===== config.mk =====
export PLATFORM = sky130hd
export DESIGN_NAME = idu
export DESIGN_NICKNAME = d
export VERILOG_FILES = /design/src/rtl/idu.sv
export SDC_FILE = /design/constraint.sdc
export NUM_CORES = 1
export LEC_CHECK = 0
export CORE_UTILIZATION = 42
export DETAILED_ROUTE_END_ITERATION = 12
export PLACE_DENSITY = 0.86
export RECOVER_POWER = 50
export REMOVE_ABC_BUFFERS = 1
export SLEW_MARGIN = 20
export SYNTH_ARGS = -nofsm -noshare
export SYNTH_HDL_FRONTEND = slang
export SYNTH_SLANG_ARGS = --single-unit

===== constraint.sdc =====
create_clock -name clk -period 1.74 [get_ports clk]
set_input_delay 0.261 -clock clk [delete_from_list [all_inputs] [get_ports clk]]
set_output_delay 0.261 -clock clk [all_outputs]
set_load 0.1 [all_outputs]

===== src/rtl/idu.sv =====
// idu: RV32I instruction decode stage with one registered output slot.
// Accepts {inst, pc} from fetch, decodes fields/immediate/class and holds the
// result for execute under valid/ready backpressure, with a synchronous flush.
// Optional macro IDU_ILLEGAL_CHK_EN enables the registered illegal-inst flag.
module idu #(
    parameter int unsigned WIDTH      = 32,
    parameter int unsigned REG_ADDR_W = 5
) (
    input  logic                  clk,
    input  logic                  rst,
    input  logic                  ifu_valid,
    input  logic [63:0]           ifu_data,
    output logic                  idu_ready,
    input  logic                  flush,
    output logic                  idu_valid,
    input  logic                  exu_ready,
    output logic [WIDTH-1:0]      out_pc,
    output logic [31:0]           out_inst,
    output logic [31:0]           out_imm,
    output logic [REG_ADDR_W-1:0] out_rs1,
    output logic [REG_ADDR_W-1:0] out_rs2,
    output logic [REG_ADDR_W-1:0] out_rd,
    output logic                  out_rd_wen,
    output logic [3:0]            out_type,
    output logic                  out_illegal
);

    localparam logic [3:0] T_R      = 4'd0;
    localparam logic [3:0] T_I      = 4'd1;
    localparam logic [3:0] T_LOAD   = 4'd2;
    localparam logic [3:0] T_STORE  = 4'd3;
    localparam logic [3:0] T_BRANCH = 4'd4;
    localparam logic [3:0] T_JAL    = 4'd5;
    localparam logic [3:0] T_JALR   = 4'd6;
    localparam logic [3:0] T_LUI    = 4'd7;
    localparam logic [3:0] T_AUIPC  = 4'd8;
    localparam logic [3:0] T_SYSTEM = 4'd9;
    localparam logic [3:0] T_UNK    = 4'd15;

    typedef enum logic {S_EMPTY = 1'b0, S_FULL = 1'b1} state_t;

    typedef struct packed {
        logic [WIDTH-1:0]      pc;
        logic [31:0]           inst;
        logic [31:0]           imm;
        logic [REG_ADDR_W-1:0] rs1;
        logic [REG_ADDR_W-1:0] rs2;
        logic [REG_ADDR_W-1:0] rd;
        logic                  rd_wen;
        logic [3:0]            typ;
    } dec_t;

    state_t      state_q, state_d;
    dec_t        pkt_q, dec_d;
    logic        accept;
    logic        wen_class;
    logic [31:0] inst;
    logic [31:0] imm_i, imm_s, imm_b, imm_u, imm_j;

    assign inst = ifu_data[63:32];

    // Immediate formats, all sign-extended from inst[31].
    assign imm_i = {{20{inst[31]}}, inst[31:20]};
    assign imm_s = {{20{inst[31]}}, inst[31:25], inst[11:7]};
    assign imm_b = {{19{inst[31]}}, inst[31], inst[7], inst[30:25], inst[11:8], 1'b0};
    assign imm_u = {inst[31:12], 12'b0};
    assign imm_j = {{11{inst[31]}}, inst[31], inst[19:12], inst[20], inst[30:21], 1'b0};

    // Handshake, accept and next-state; flush wins over accept and drain.
    always_comb begin
        state_d   = state_q;
        idu_valid = (state_q == S_FULL);
        idu_ready = (state_q == S_EMPTY) || exu_ready;
        accept    = ifu_valid && idu_ready && !flush;
        if (flush) begin
            state_d = S_EMPTY;
        end else if (accept) begin
            state_d = S_FULL;
        end else if (exu_ready) begin
            state_d = S_EMPTY;
        end
    end

    // State register.
    always_ff @(posedge clk) begin
        if (rst) begin
            state_q <= S_EMPTY;
        end else begin
            state_q <= state_d;
        end
    end

    // Combinational decode of the incoming fetch packet.
    always_comb begin
        dec_d      = '0;
        wen_class  = 1'b0;
        dec_d.pc   = ifu_data[WIDTH-1:0];
        dec_d.inst = inst;
        dec_d.rs1  = inst[15 +: REG_ADDR_W];
        dec_d.rs2  = inst[20 +: REG_ADDR_W];
        dec_d.rd   = inst[7 +: REG_ADDR_W];
        dec_d.typ  = T_UNK;
        case (inst[6:0])
            7'b0110011: begin dec_d.typ = T_R;                             wen_class = 1'b1; end
            7'b0010011: begin dec_d.typ = T_I;      dec_d.imm = imm_i;     wen_class = 1'b1; end
            7'b0000011: begin dec_d.typ = T_LOAD;   dec_d.imm = imm_i;     wen_class = 1'b1; end
            7'b0100011: begin dec_d.typ = T_STORE;  dec_d.imm = imm_s;     end
            7'b1100011: begin dec_d.typ = T_BRANCH; dec_d.imm = imm_b;     end
            7'b1101111: begin dec_d.typ = T_JAL;    dec_d.imm = imm_j;     wen_class = 1'b1; end
            7'b1100111: begin dec_d.typ = T_JALR;   dec_d.imm = imm_i;     wen_class = 1'b1; end
            7'b0110111: begin dec_d.typ = T_LUI;    dec_d.imm = imm_u;     wen_class = 1'b1; end
            7'b0010111: begin dec_d.typ = T_AUIPC;  dec_d.imm = imm_u;     wen_class = 1'b1; end
            7'b1110011: begin dec_d.typ = T_SYSTEM; dec_d.imm = imm_i;     end
            default:    begin dec_d.typ = T_UNK;    end
        endcase
        dec_d.rd_wen = wen_class && (dec_d.rd != '0);
    end

    // Output packet register; loads only on an accepted handshake.
    always_ff @(posedge clk) begin
        if (rst) begin
            pkt_q <= '0;
        end else if (accept) begin
            pkt_q <= dec_d;
        end
    end

    assign out_pc     = pkt_q.pc;
    assign out_inst   = pkt_q.inst;
    assign out_imm    = pkt_q.imm;
    assign out_rs1    = pkt_q.rs1;
    assign out_rs2    = pkt_q.rs2;
    assign out_rd     = pkt_q.rd;
    assign out_rd_wen = pkt_q.rd_wen;
    assign out_type   = pkt_q.typ;

`ifdef IDU_ILLEGAL_CHK_EN
    logic illegal_q, illegal_d;
    logic bad_funct7, bad_e_idx;

    // Illegal-instruction detection on the incoming packet.
    always_comb begin
        bad_funct7 = (dec_d.typ == T_R) && (inst[31:25] != 7'b0000000)
                     && (inst[31:25] != 7'b0100000);
        bad_e_idx  = (REG_ADDR_W < 5) && (inst[19] || inst[24] || inst[11]);
        illegal_d  = (dec_d.typ == T_UNK) || (inst[1:0] != 2'b11) || bad_funct7 || bad_e_idx;
    end

    // Illegal flag travels with the packet register.
    always_ff @(posedge clk) begin
        if (rst) begin
            illegal_q <= 1'b0;
        end else if (accept) begin
            illegal_q <= illegal_d;
        end
    end

    assign out_illegal = illegal_q;
`else
    assign out_illegal = 1'b0;
`endif

endmodule


# --- Word level (Yosys, flattened, before mapping) ---
# Cells that the tools add are included.
totals:
  in_bits: 69
  ram_bits: 0
  latchBits: 0
  elab_cells: 36
  romBits: 0
  register_bits: 117
  mem_count: 0
  out_inout_bits: 119
classes:
  n_div: 0
  n_bitwise: 1
  mux: 5
  add_sub_neg: 0
  n_lt_le_gt_ge: 0
  mul: 0
  reduce_logical: 11
  eq_ne: 10
  shifts: 0
op_table:
  columns: ["op", "n"]
  rows:
  - ["32-bit one-hot mux with 5 select lines", 1]
  - ["4-bit one-hot mux with 10 select lines", 1]
  - ["7-bit == test (second input constant)", 4]
  - ["7-bit by 6-bit == test with 1-bit output (second input constant)", 3]
  - ["7-bit by 5-bit == test with 1-bit output (second input constant)", 2]
  - ["7-bit by 2-bit == test with 1-bit output (second input constant)", 1]
  - ["7-bit OR reduction", 1]
  - ["5-bit nonzero test", 1]
  - ["2-bit OR reduction", 2]
  - ["4-bit OR reduction", 1]
  - ["1-bit logical AND", 3]
  - ["1-bit 2-to-1 mux", 3]
  - ["2-bit nonzero test", 1]
  - ["1-bit zero test", 1]
  - ["1-bit logical OR", 1]
  - ["1-bit inverter", 1]

# --- Logic depth before layout (Yosys ltp) ---
logic_depth:
  ltp_word: 5
  mapped_depth: 7
  ltp_nobuf: 4

# --- Worst setup path after synthesis ---
# Ideal clock, no wire load.
synth_timing:
  path_type: "register to register"
  start: "reg state_q (netlist: idu_valid)"
  end: "reg pkt_q, in the netlist out_inst[20]"
  required_time_ps: 1670
  period_less_slack_ps: 2270
  n_path_buf: 3
  stages_incl_launch_ff: 8
  setup_slack_ps: -530
  t_arrival_ps: 2199
  setup_ps: 70
  cell_sequence: "dfxtp_1 > nor2b_1 > or3_1 > clkbuf_1 > buf_2 > buf_2 > nand2_1 > a21oi_1"
synth_via:
  elab_chain_len: 4
synth_rtl:
  columns: ["item", "line", "rtl"]
  rows:
  - ["from (decl)", "53", "state_t state_q, state_d;"]
  - ["from (signal assigned)", "89", "state_q <= state_d;"]
  - ["1-bit inverter", "73", "idu_ready = (state_q == S_EMPTY) || exu_ready;"]
  - ["1-bit logical OR", "73", null]
  - ["1-bit logical AND (2 in a row)", "74", "accept = ifu_valid && idu_ready && !flush;"]
  - ["to (signal assigned)", "122", "pkt_q <= '0;"]
  - ["to (signal assigned)", "124", "pkt_q <= dec_d;"]
  - ["to (decl)", "54", "dec_t pkt_q, dec_d;"]
# Every way passes these cells.
# A chain may end at the register's enable or synchronous reset.

# --- Worst setup path in the final report ---
layout_timing:
  start: "reg state_q (netlist: idu_valid)"
  end: "out idu_ready"
layout_via:
  elab_chain_len: 2
layout_rtl:
  columns: ["item", "line", "rtl"]
  rows:
  - ["1-bit inverter", "73", null]
  - ["1-bit logical OR", "73", null]
  - ["to (decl)", "13", "output logic idu_ready,"]
# Every way passes these cells.

==> run summary <==
status: finished, final reports clean
fraction of layout cells with a size suffix above 1: 28.4%
worst r2r src: idu_valid
Root Buffer: clkbuf_8
chip height: 103 µm
area of the die: 0.0106 mm²
Starting Density: 43.6%
DR vias/cell: 5.34
Critical Path Source Type: flip-flop
Post-Route WL: 14200 µm
Synth Instances: 529
largest net degree at the start of global routing: 59
Fin. Hold Viols: 0
largest vdd supply drop: 0.446 mV
RD Place Congestion: 0.862
FP Rows: 36
DRT antenna net count: 0
commonest non-fill, non-tap cell in the layout: nand2_1
vias in the first global route: 4462
fin area: 0.00625 mm²
#FFs+latches synth: 102
relative slew slack: 62.3%
Placed Instances: 842
Initial DRC Count: 178
Critical path origin: idu_valid
final worst-path cycle share: 95.2%
hold_buf cts: 0
hold path start: rst
Distinct cells, synth: 49
fill count: 859
clock buffer depth: 2
Max Cap Viol: 0
synthesized area: 0.00430 mm²
Worst EP required: 1.48 ns
TritonCTS clock tree: built
Final setup viols: 0
crit end category: output port
most frequent cells in the layout: nand2_1 (154), clkbuf_2 (109), dfxtp_1 (102), a21oi_1 (90), clkdlybuf4s50_1 (67)
crit path time final: 1.66 ns
area leader, netlist: dfxtp_1
Worst Max-Slew Pin Slew: 0.568 ns
Die Wd: 103 µm
Pre-Repair DR Iteration Count: 5
placed inst area: 0.00718 mm²
PD cells: 892 mW/mm²
Layout Cells excl Fill: 858
f_max: 604 MHz
synth warn: 0
gr ovfl total: 0
final slew viol count: 0
Yosys top cell area share: 47.5%
hpwl dp: 10700 µm
Layout Area Growth over Synthesis: 45.5%
drt drc: 0
routed len/inst: 16.5 µm
Final nets: 789
Hold Path Class: primary input to flip-flop
PortBufs: 186
H-tree depth: 3
total number of vias: 4578
Clk Latency, worst-skew pair: 0.36 ns
setup bufs post-CTS: 0
sequential share of the synthesized area: 47.5%
RSZ-0062 raised after global routing: no
setup_tns: 0 ns
synth top area cells: dfxtp_1 (48%), nand2_1 (13%), a21oi_1 (10%), buf_4 (3.0%), a31oi_2 (2.9%)
Worst-path clk slew: 0.11 ns
CTS buffer count: 9
CP Class: flip-flop to output port
first-pass GRT wire length: 21200 µm
GRT Total Usage: 26.1%
I/O Pins: 188
worst clock skew: 0.00839 ns
synthesized area per cell: 8.12 µm²
crit path max fanout: 3
# diodes: 0
P_leak: 2.53 nW
Core Area: 0.00986 mm²
CTS Sinks: 102
Worst EP arrival: 1.39 ns
post_cts resized: 0
initial antenna violation count: 0
[final cells by class]
class | count | area, µm² | area share [%]
Multi-Input combinational cell | 365 | 1950 | 31.1
Clock buffer | 11 | 151 | 2.42
Inverter | 5 | 18.8 | 0.300
Timing Repair Buffer | 237 | 1860 | 29.8
Tap cell | 133 | 166 | 2.66
Sequential cell | 102 | 2040 | 32.7
Clock inverter | 5 | 65.1 | 1.04
[worst paths after layout]
path / endpoint / slack [ns] / depth (start not counted)
hold reg to reg: out_pc[16] / 0.46 / 2
hold / removal: out_inst[19] / 0.26 / 2
setup / recovery: idu_ready / 0.08 / 4
setup reg to reg: out_imm[1] / 0.13 / 5
[worst max-delay path: stages (launching register included)]
cell      delay, ns
dfxtp_1        0.35
nor2b_1        0.16
clkbuf_1       0.22
inv_1          0.12
buf_12         0.18
[Yosys cell counts (all sizes together)]
| master | n |
|---|---|
| o2111a | 2 |
| a21oi | 90 |
| and3 | 3 |
| clkbuf | 31 |
| or2 | 2 |
| mux2i | 1 |
| a311oi | 4 |
| and2 | 1 |
| a211oi | 6 |
| dfxtp | 102 |
| a21boi | 2 |
| xnor2 | 2 |
| and4b | 2 |
| o21a | 2 |
| o2bb2ai | 10 |
| nor2 | 19 |
| or3 | 1 |
| nand2 | 154 |
| a31oi | 11 |
| nand3b | 2 |
| a2111o | 1 |
| nor3 | 7 |
| o22ai | 1 |
| inv | 5 |
| nand2b | 2 |
| nor4 | 4 |
| nor2b | 2 |
| o211ai | 11 |
| o21bai | 2 |
| buf | 26 |
| nand3 | 14 |
| or3b | 1 |
| o311ai | 2 |
| conb | 1 |
| nand4b | 1 |
| o21ai | 2 |
[cell families after synthesis]
| kind of cell | Yosys count | share of synthesized area, % |
|---|---|---|
| muxes | 1 | 0.233 |
| buffers and inverters | 62 | 7.40 |
| and+or+nand+nor | 215 | 21.3 |
| other | 1 | 0.0873 |
| xor gates and xnor gates | 2 | 0.408 |
| AOI/OAI and AO/OA | 146 | 23.1 |
| DFF | 102 | 47.5 |
[layer usage]
layer	vias to the layer above	wire, µm	global-route usage (%)
li1	2173	-	-
met1	2173	5450	27.6
met2	197	7550	50.0
met3	35	867	5.56
met4	0	326	10.7
met5	-	0	0
[power by group]
| group | internal (mW) | switching (mW) | leakage (nW) |
|---|---|---|---|
| Sequential | 2.42 | 0.0557 | 0.831 |
| Clock | 0.759 | 0.838 | 0.104 |
| Combinational | 0.396 | 1.11 | 1.60 |
[registers in the layout, indices dropped and copies added (netlist names)]
signal	cells
out_pc	32
out_inst	32
idu_valid	1
out_rd_wen	1
out_type	4
out_imm	32
[stage by stage]
stage	util [%]	power (mW)	hold WS, ns	worst slack [ns]
after global routing	63.4	5.78	0.268	0.0113
final	63.4	5.58	0.256	0.0841
after CTS	75.0	5.83	0.260	0.114
after global placement	72.8	4.23	0.441	-0.211
after floorplan	-	3.48	0.327	-3.16
after detailed placement	72.8	4.26	0.451	-0.278
(Power assumes the default switching activity.)
